**src/rtl/fsm_byte_sequencer_pkg.sv**
```systemverilog
// Shared types and constants for the byte sequencer and its "101" detector.
// Also provides a population-count helper for the hit counter.
package fsm_seq_pkg;

  localparam int WORD_W = 8;

  typedef enum logic [1:0] {
    IDLE  = 2'd0,
    SHIFT = 2'd1,
    DONE  = 2'd2
  } ctrl_state_t;

  typedef enum logic [1:0] {
    S0  = 2'd0,
    S1  = 2'd1,
    S10 = 2'd2
  } det_state_t;

  function automatic logic [3:0] popcount_word(input logic [WORD_W-1:0] v);
    logic [3:0] acc;
    acc = '0;
    for (int i = 0; i < WORD_W; i++) begin
      acc = acc + 4'(v[i]);
    end
    return acc;
  endfunction

endpackage

```
**src/rtl/fsm_byte_sequencer_det.sv**
```systemverilog
// Bit-serial Mealy detector for the overlapping pattern "101".
// clr wins over en; det_out is combinational on the current bit.
module seq101_detector
  import fsm_seq_pkg::*;
(
  input  logic clk,
  input  logic rst,
  input  logic en,
  input  logic clr,
  input  logic bit_in,
  output logic det_out
);

  det_state_t state_q;
  det_state_t state_d;

  always_ff @(posedge clk or posedge rst) begin
    if (rst) begin
      state_q <= S0;
    end else begin
      state_q <= state_d;
    end
  end

  always_comb begin
    state_d = state_q;
    det_out = 1'b0;
    if (clr) begin
      state_d = S0;
    end else if (en) begin
      unique case (state_q)
        S0:  state_d = bit_in ? S1 : S0;
        S1:  state_d = bit_in ? S1 : S10;
        S10: begin
          if (bit_in) begin
            state_d = S1;
            det_out = 1'b1;
          end else begin
            state_d = S0;
          end
        end
        default: state_d = S0;
      endcase
    end
  end

endmodule

```
**src/rtl/fsm_byte_sequencer.sv**
```systemverilog
// Word-level wrapper that shifts each accepted byte MSB first through the
// "101" detector and returns the per-bit detector outputs as a result word.
//
//   state | meaning
//   IDLE  | ready for a word; accept latches data and (optionally) clears detector
//   SHIFT | one bit per cycle into the detector, result bit [cnt] written
//   DONE  | result presented with out_valid until the consumer takes it
module fsm_byte_sequencer
  import fsm_seq_pkg::*;
#(
  parameter int CARRY_STATE = 0,
  parameter int WIDTH       = WORD_W
) (
  input  logic             clk,
  input  logic             rst,
  input  logic             in_valid,
  output logic             in_ready,
  input  logic [WIDTH-1:0] in_data,
  output logic             out_valid,
  input  logic             out_ready,
  output logic [WIDTH-1:0] out_data,
  output logic [3:0]       out_hits,
  output logic             busy
);

  localparam int CNT_W = $clog2(WIDTH);

  ctrl_state_t      state_q;
  ctrl_state_t      state_d;
  logic [WIDTH-1:0] shreg_q;
  logic [WIDTH-1:0] result_q;
  logic [CNT_W-1:0] cnt_q;
  logic             accept;
  logic             shifting;
  logic             det_en;
  logic             det_clr;
  logic             det_out;

  always_ff @(posedge clk or posedge rst) begin
    if (rst) begin
      state_q <= IDLE;
    end else begin
      state_q <= state_d;
    end
  end

  always_comb begin
    state_d   = state_q;
    in_ready  = 1'b0;
    out_valid = 1'b0;
    busy      = 1'b0;
    shifting  = 1'b0;
    unique case (state_q)
      IDLE: begin
        in_ready = 1'b1;
        if (in_valid) begin
          state_d = SHIFT;
        end
      end
      SHIFT: begin
        busy     = 1'b1;
        shifting = 1'b1;
        if (cnt_q == '0) begin
          state_d = DONE;
        end
      end
      DONE: begin
        busy      = 1'b1;
        out_valid = 1'b1;
        if (out_ready) begin
          state_d = IDLE;
        end
      end
      default: state_d = IDLE;
    endcase
  end

  assign accept  = in_valid && in_ready;
  assign det_en  = shifting;
  assign det_clr = accept && (CARRY_STATE == 0);

  // Counter doubles as the result bit index: it names the bit being shifted.
  always_ff @(posedge clk or posedge rst) begin
    if (rst) begin
      shreg_q  <= '0;
      result_q <= '0;
      cnt_q    <= '0;
    end else if (accept) begin
      shreg_q <= in_data;
      cnt_q   <= CNT_W'(WIDTH - 1);
    end else if (shifting) begin
      shreg_q         <= shreg_q << 1;
      result_q[cnt_q] <= det_out;
      if (cnt_q != '0) begin
        cnt_q <= cnt_q - 1'b1;
      end
    end
  end

  seq101_detector u_det (
    .clk     (clk),
    .rst     (rst),
    .en      (det_en),
    .clr     (det_clr),
    .bit_in  (shreg_q[WIDTH-1]),
    .det_out (det_out)
  );

  assign out_data = result_q;
  assign out_hits = popcount_word(result_q);

endmodule

```
**config.mk**
```make
export PLATFORM = sky130hd
export DESIGN_NAME = fsm_byte_sequencer
export DESIGN_NICKNAME = d
export VERILOG_FILES = /design/src/rtl/fsm_byte_sequencer_pkg.sv /design/src/rtl/fsm_byte_sequencer_det.sv /design/src/rtl/fsm_byte_sequencer.sv
export SDC_FILE = /design/constraint.sdc
export NUM_CORES = 1
export LEC_CHECK = 0
export ABC_AREA = 1
export BUFFER_PORTS_ARGS = -buffer_cell sky130_fd_sc_hd__buf_2
export CAP_MARGIN = 10
export CORE_UTILIZATION = 55
export DETAILED_ROUTE_END_ITERATION = 16
export PLACE_DENSITY_LB_ADDON = 0.15
export SYNTH_ARGS = -nofsm -noshare
export SYNTH_HDL_FRONTEND = slang
export SYNTH_SLANG_ARGS = --single-unit
```
**constraint.sdc**
```tcl
create_clock -name clk -period 4.2 [get_ports clk]
set_input_delay 0.42 -clock clk [delete_from_list [all_inputs] [get_ports clk]]
set_output_delay 0.42 -clock clk [all_outputs]
set_load 0.005 [all_outputs]
```
Yosys cells after proc, flatten, opt, wreduce, memory -nomap -nowiden
Cells that the tools add are included.
- bitwise gates (word level): 1
- add/subtract/negate cells: 8
- mux-type cells: 25
- reductions and logical operators: 13
- multipliers: 0
- equality and inequality tests: 7
- div/mod/pow operators: 0
- shift-type cells: 0
- magnitude comparators: 2
- operators with widths (operator ; number):
    $add A4 B1 Y4 ; 4
    $mux W8 ; 2
    $mux W2 ; 6
    $mux W1 ; 10
    $mux W3 ; 3
    $bwmux W8 ; 1
    $ne A2 B2 Y1 const B ; 3
    $pmux W2 S3 ; 1
    $add A3 B1 Y4 ; 1
    $eq A2 B1 Y1 const B ; 2
    $eq A2 B2 Y1 const B ; 2
    $logic_not A2 Y1 ; 2
    $lt A3 B4 Y1 const B ; 1
    $pmux W2 S2 ; 1
    $reduce_and A2 Y1 ; 2
    $reduce_bool A2 Y1 ; 2
    $reduce_or A2 Y1 ; 2
    $add A2 B1 Y3 ; 1
    $demux W1 S3 ; 1
    $ge A3 B1 Y1 const B ; 1
    $logic_not A3 Y1 ; 1
    $reduce_and A3 Y1 ; 1
    $reduce_bool A3 Y1 ; 1
    $sub A3 B1 Y3 const B ; 1
    other kinds (3) ; 4
- output and inout port bits: 15
- memory bits (read-only): 0
- memory bits (writable): 0
- input port bits: 12
- register bits after elaboration: 23
- latch bits: 0
- memories kept: 0
- logic and storage cells: 61

Longest topological paths before layout
Gate-level depths: netlist of the first run.
- depth in word-level cells: 7
- gate-level depth with buffers: 9
- depth with buffers taken out: 9

Cells and area by module
From an unflattened synthesis of the first run, not the netlist that was laid out.
- cell total of the unflattened synthesis: 168
- area, all modules: 1332.5 um2
- by module, submodules not included (module ; times used ; area each (um2) ; cells each ; seq. area each (um2)):
    fsm_byte_sequencer ; 1 ; 1209.9 ; 149 ; 525.5
    seq101_detector ; 1 ; 122.6 ; 19 ; 50.0

Worst setup path before layout of the first run
Ideal clock, no wire load.
- path type: reg2out
- start: register result_q[0], in the netlist out_data[0]
- end: output port out_hits[2]
- path slack: 1.143 ns
- arrival time: 2.637 ns
- path buffers: 0
- data required time: 3.780 ns
- stages on the path, launching flop included: 10
- path through: dfrtp_1 > fa_1 > inv_1 > fa_1 > fa_1 > inv_1 > ha_1 > inv_1 > fa_1 > xnor2_1
- longest elaborated chain between the ends: 7
- ends and longest elaborated chain (element ; RTL line ; source):
    start: declaration ; fsm_byte_sequencer.sv:31 ; logic [WIDTH-1:0] result_q;
    start signal: indexed assignment ; fsm_byte_sequencer.sv:93 ; result_q[cnt_q] <= det_out;
    $add A1 B1 Y2 ; fsm_byte_sequencer_pkg.sv:23 ; acc = acc + 4'(v[i]);
    $add A2 B1 Y3 ; fsm_byte_sequencer_pkg.sv:23 ;
    $add A3 B1 Y4 ; fsm_byte_sequencer_pkg.sv:23 ;
    $add A4 B1 Y4 (4 in a row) ; fsm_byte_sequencer_pkg.sv:23 ;
    end: declaration ; fsm_byte_sequencer.sv:22 ; output logic [3:0] out_hits,
Every way passes these cells.

Worst setup path in the final report of the first run
Ends and elaborated chain as after synthesis.

==> summary.md, run 1 <==
| Metric | Value |
|---|---|
| Nets@finish | `225` |
| Most common cell after layout, fill and taps aside | `nand2_1` |
| Worst VDD drop | `672 uV` |
| Area Overhead vs Synth | `12.7%` |
| Initial Util | `60.4%` |
| Antenna Cells | `0` |
| Core outline area | `2280 sq um` |
| Worst Path Buf+Inv | `4` |
| Setup TNS | `0 ps` |
| Antenna Violating Nets Remaining | `0` |
| YS warnings | `0` |
| WP data arrival | `3130 ps` |
| Vias per cell | `just over 5` |
| Post-CTS Setup Inserts | `0` |
| DRC errors left | `0` |
| Gr ovfl total | `0` |
| Die width | `approximately 52 um` |
| Critical Path Sink Type | `output port` |
| Slew @ Worst Pin | `849 ps` |
| Initial antenna violation count | `0` |
| 1st-pass router iterations | `4` |
| Min-delay worst type | `in -> async` |
| Slew Limit Fails | `0` |
| Clock Skew | `2.79 ps` |
| Total GRT Usage | `between 20% and 30%` |
| # Max-Cap Violations | `0` |
| Critical path startpoint category | `flip-flop` |
| CTS tree | `done` |
| Ratio of final minimum period to clock period | `a little over four fifths` |
| FMAX | `about 0.28 GHz` |
| WL per Instance | `11.0 um` |
| Row cnt | `17` |
| I/O pins | `27` |
| Netlist Area Pre-Place | `1380 sq um` |
| Crit path cell chain | `fa_1 -> inv_1 -> fa_1 -> fa_1 -> inv_1 -> ha_1 -> inv_1 -> fa_1 -> xnor2_1 -> buf_2` |
| H-tree depth | `1` |
| Critical Path Most Common Cell | `fa_1` |
| Vias in the first global route | `around 1100` |
| Critical path's largest stage delay | `approximately 540 ps` |
| CTS buffer count | `3` |
| Syn Nets | `between 150 and 200` |
| Status | `completed` |
| Clock tree buffer depth | `2` |
| Cts hold-fix bufs | `0` |
| Final Hold Viols | `0` |
| RePlAce Congestion | `0.780` |
| Multi-input logic area | `approximately 680 sq um` |
| Data required, critical path | `3780 ps` |
| Critical path class | `reg -> out` |
| Die area | `2700 sq um` |
| Netlist cell types | `19` |
| Slew Limit Headroom | `43.3%` |
| Sink Count | `23` |
| Clock root buffer | `clkbuf_4` |
| PD cells | `872 nW/um^2` |
| Crit path time final | `3550 ps` |
| Post_cts resized | `0` |
| Port Buffers | `26` |
| Slowest cell on the critical path | `fa_1` |
| Storage element area | `576 sq um` |
| Layout cells sized above 1 | `20.5%` |
| RSZ-0062 raised after global routing | `false` |
| Starting DRC count in detailed routing | `24` |
| Worst path top cell family by delay | `adder cells` |
| Synth Instances | `172` |
| First-pass GRT wire length | `4430 um` |
| Synth Area per Inst | `7.99 sq um` |
| DP HPWL | `1940 um` |
| Most frequent cells in the layout | `nand2_1 (40), buf_2 (26), inv_1 (24), dfrtp_1 (23), nand3_1 (21)` |
| DIE HEIGHT | `between 50 and 60 um` |
| Leak | `0.000857 uW` |
| Tot Pwr | `1350 uW` |
| Clk Latency, worst-skew pair | `approximately 300 ps` |
| Number of synthesized register bits | `23` |
| Setup violators final | `0` |
| Seq/Total Area, Yosys | `a little over two fifths` |
| Crit path max fanout | `3` |
| Via count | `~1200` |
| Fill cells | `194` |
| Largest net degree at the start of global routing | `24` |
| Clock slew at reported path FFs | `between 100 and 150 ps` |
| Total wire length | `2510 um` |
-- sequential cells by signal, indices dropped and copies added (netlist names) --
name and count:
out_data 8, cnt_q 3, state_q 2, shreg_q 8, u_det.state_q 2
-- cell type report --
class / instances / share of cell area [%]
multi-input cells: 119 / 43.7
inverters: 28 / 6.78
clock buffers: 4 / 1.69
well taps: 28 / 2.26
flip-flops and latches: 23 / 37.1
repair buffers: 26 / 8.39
-- worst reg2reg max path, stage by stage (launching register included) --
cell and delay [ps]:
dfrtp_1 410, inv_1 80, ha_1 550, nand2_2 220, o21ai_0 230, nand2_1 100
-- logic make-up after synthesis --
family                     Yosys count  synth area share [%]
AOI/OAI and AO/OA                   25                  9.64
and+or+nand+nor                     81                  25.9
xor gates and xnor gates             1                 0.637
DFF                                 23                  41.9
buffers and inverters               30                  8.83
adders and majority gates           12                  13.1
-- synthesized netlist by cell type --
cell type	number	area, sq um
a21oi_1	11	55.1
a21oi_2	2	17.5
buf_2	1	5.00
buf_6	1	11.3
dfrtp_1	23	576
fa_1	4	80.1
ha_1	8	100
inv_1	24	90.1
inv_2	4	15.0
nand2_1	40	150
nand2_2	4	25.0
nand3_1	21	105
nand4_1	1	6.26
nor2_1	13	48.8
nor2_4	1	11.3
nor3_2	1	10.0
o21ai_0	11	55.1
o21ai_1	1	5.00
xnor2_1	1	8.76
-- worst paths after layout --
check	cells after the start	start	slack, ps	endpoint
min in group clk	3	in_data[0]	320	shreg_q[0]
max in group asynchronous	2	rst	3410	cnt_q[1]
hold / removal	2	rst	270	shreg_q[6]
setup / recovery	10	out_data[0]	650	out_hits[2]
hold reg to reg	2	shreg_q[0]	520	shreg_q[0]
setup reg to reg	5	state_q[1]	2510	out_data[1]
-- power by group --
part           switching (uW)  internal [uW]  leakage (uW)
registers                76.5            329      0.000285
logic                     490            356      0.000557
clock network            64.1           36.9     0.0000150
-- stage by stage --
step                util (%)  hold slack [ps]  std cells  instance area (sq um)  setup slack (ps)
floorplan                  -              422        172                   1380              1140
global placement        67.0              487        224                   1520              1050
detailed placement      67.0              489        224                   1520               964
CTS                     68.1              302        228                   1550               615
global route            68.1              329        228                   1550               500
finish                  68.1              266        228                   1550               647
-- metal layers --
metal | vias to the layer above | global-route usage, % | wire [um] | part of all wire (%)
met5 | - | 0 | 0 | 0
met4 | 0 | 5.41 | 23 | 0.92
met3 | 4 | 3.80 | 85 | 3.4
met2 | 24 | 41.9 | 1260 | 50
met1 | 531 | 24.4 | 1140 | 45
li1 | 603 | - | - | -
No activity file was read; power rests on OpenSTA's default activity.
==> run 2: changes to the inputs <==
- CORE_UTILIZATION: 55 -> 54
- clock period: 4.2 -> 3.65 ns (I/O delays scaled with it)
==> summary.md, run 2 (synthesized netlist as in run 1, its figures left out) <==
| Metric | Value |
|---|---|
| Worst VDD drop | `751 uV` |
| Total GRT Usage | `21.4%` |
| Row cnt | `17` |
| Via count | `1167` |
| Status | `completed` |
| WL per Instance | `around 11 um` |
| Antenna Violating Nets Remaining | `0` |
| DP Cell Count | `224` |
| RSZ-0062 raised after global routing | `true` |
| Largest net degree at the start of global routing | `24` |
| Nets@finish | `225` |
| Post-CTS Setup Inserts | `0` |
| Gr ovfl total | `0` |
| First-pass GRT wire length | `approximately 4300 um` |
| FMAX | `around 0.29 GHz` |
| CTS buffer count | `3` |
| Sink Count | `23` |
| Die area | `approximately 2800 sq um` |
| DIE HEIGHT | `52.5 um` |
| WP data arrival | `approximately 3100 ps` |
| Slew Limit Headroom | `between 40% and 50%` |
| Crit path max fanout | `3` |
| Most frequent cells in the layout | `nand2_1 (40), buf_2 (26), inv_1 (24), dfrtp_1 (23), nand3_1 (21)` |
| Clock slew at reported path FFs | `110 ps` |
| Cts hold-fix bufs | `0` |
| Die width | `52.5 um` |
| CTS tree | `done` |
| DRC errors left | `0` |
| Clock tree buffer depth | `2` |
| # Max-Cap Violations | `0` |
| Initial Util | `59.9%` |
| Total wire length | `2470 um` |
| Crit path time final | `3500 ps` |
| Slew @ Worst Pin | `about 830 ps` |
| Area Overhead vs Synth | `12.7%` |
| RePlAce Congestion | `roughly 0.80` |
| Worst hold slack | `a little over 200 ps` |
| Initial antenna violation count | `0` |
| I/O pins | `27` |
| Clock root buffer | `clkbuf_4` |
| Vias in the first global route | `1101` |
| Leak | `around 0.00086 uW` |
| Core outline area | `2300 sq um` |
| PD cells | `1000 nW/um^2` |
| Critical Path Sink Type | `output port` |
| Ratio of final minimum period to clock period | `roughly 96%` |
| Setup violators final | `0` |
| Clk Latency, worst-skew pair | `300 ps` |
| Port Buffers | `26` |
| 1st-pass router iterations | `4` |
| DP HPWL | `roughly 2000 um` |
| Clock Skew | `about 2.2 ps` |
| Data required, critical path | `3280 ps` |
| Antenna Cells | `0` |
| Vias per cell | `5.12` |
| Final Non-Filler Cells | `228` |
| Final Hold Viols | `0` |
| Critical path class | `reg -> out` |
| Slew Limit Fails | `0` |
| Critical path startpoint category | `flip-flop` |
| Most common cell after layout, fill and taps aside | `nand2_1` |
| Starting DRC count in detailed routing | `21` |
| Layout cells sized above 1 | `20.5%` |
| Min-delay worst type | `in -> async` |
| Post_cts resized | `0` |
| H-tree depth | `1` |
run 2: cell counts in the layout (fill, tap and decap cells not counted):
No cell type changed its count.
run 2: path summary, 6_finish.rpt:
kind                             start     endpoint  slack [ps]  depth (start not counted)
max                        out_data[0]  out_hits[2]         150                         10
min                                rst  out_data[1]         210                          2
max reg2reg                 state_q[1]  out_data[0]        1980                          5
min reg2reg                 shreg_q[0]   shreg_q[0]         520                          2
max in group asynchronous          rst  out_data[0]        2940                          2
min in group clk            in_data[0]   shreg_q[0]         260                          3
run 2: critical path: stages, from the launching register on:
cell	delay, ps
dfrtp_1	420
fa_1	540
inv_1	50
fa_1	490
fa_1	410
inv_1	70
ha_1	150
inv_1	50
fa_1	370
xnor2_1	140
buf_2	130
run 2: where the power goes:
part | switching [uW] | internal [uW] | total (uW)
logic | 565 | 410 | 975
clock network | 71.0 | 42.6 | 114
registers | 87.9 | 379 | 466
run 2: final cells by class:
cell class / instances / area (sq um)
repair buffers: 26 / 130
well taps: 28 / 35.0
inverters: 28 / 105
flip-flops and latches: 23 / 576
clock buffers: 4 / 26.3
multi-input cells: 119 / 678
fillers: 210 / 747
run 2: routing by layer:
| metal | part of all wire [%] | global-route usage [%] |
|---|---|---|
| met3 | 3.4 | 3.77 |
| met2 | 53 | 41.4 |
| met5 | 0 | 0 |
| met4 | 1.4 | 7.89 |
| met1 | 42 | 22.6 |
run 2: through the flow:
| stage | util, % | total power [uW] | setup slack [ps] | cell area (sq um) | setup TNS (ps) |
|---|---|---|---|---|---|
| after CTS | 67.5 | 1580 | 103 | 1550 | 0 |
| final | 67.5 | 1550 | 147 | 1550 | 0 |
| after detailed placement | 66.3 | 1460 | 458 | 1520 | 0 |
| after global routing | 67.5 | 1770 | -41.2 | 1550 | -69.8 |
| after global placement | 66.3 | 1400 | 555 | 1520 | 0 |
| after floorplan | - | 1160 | 648 | 1380 | 0 |
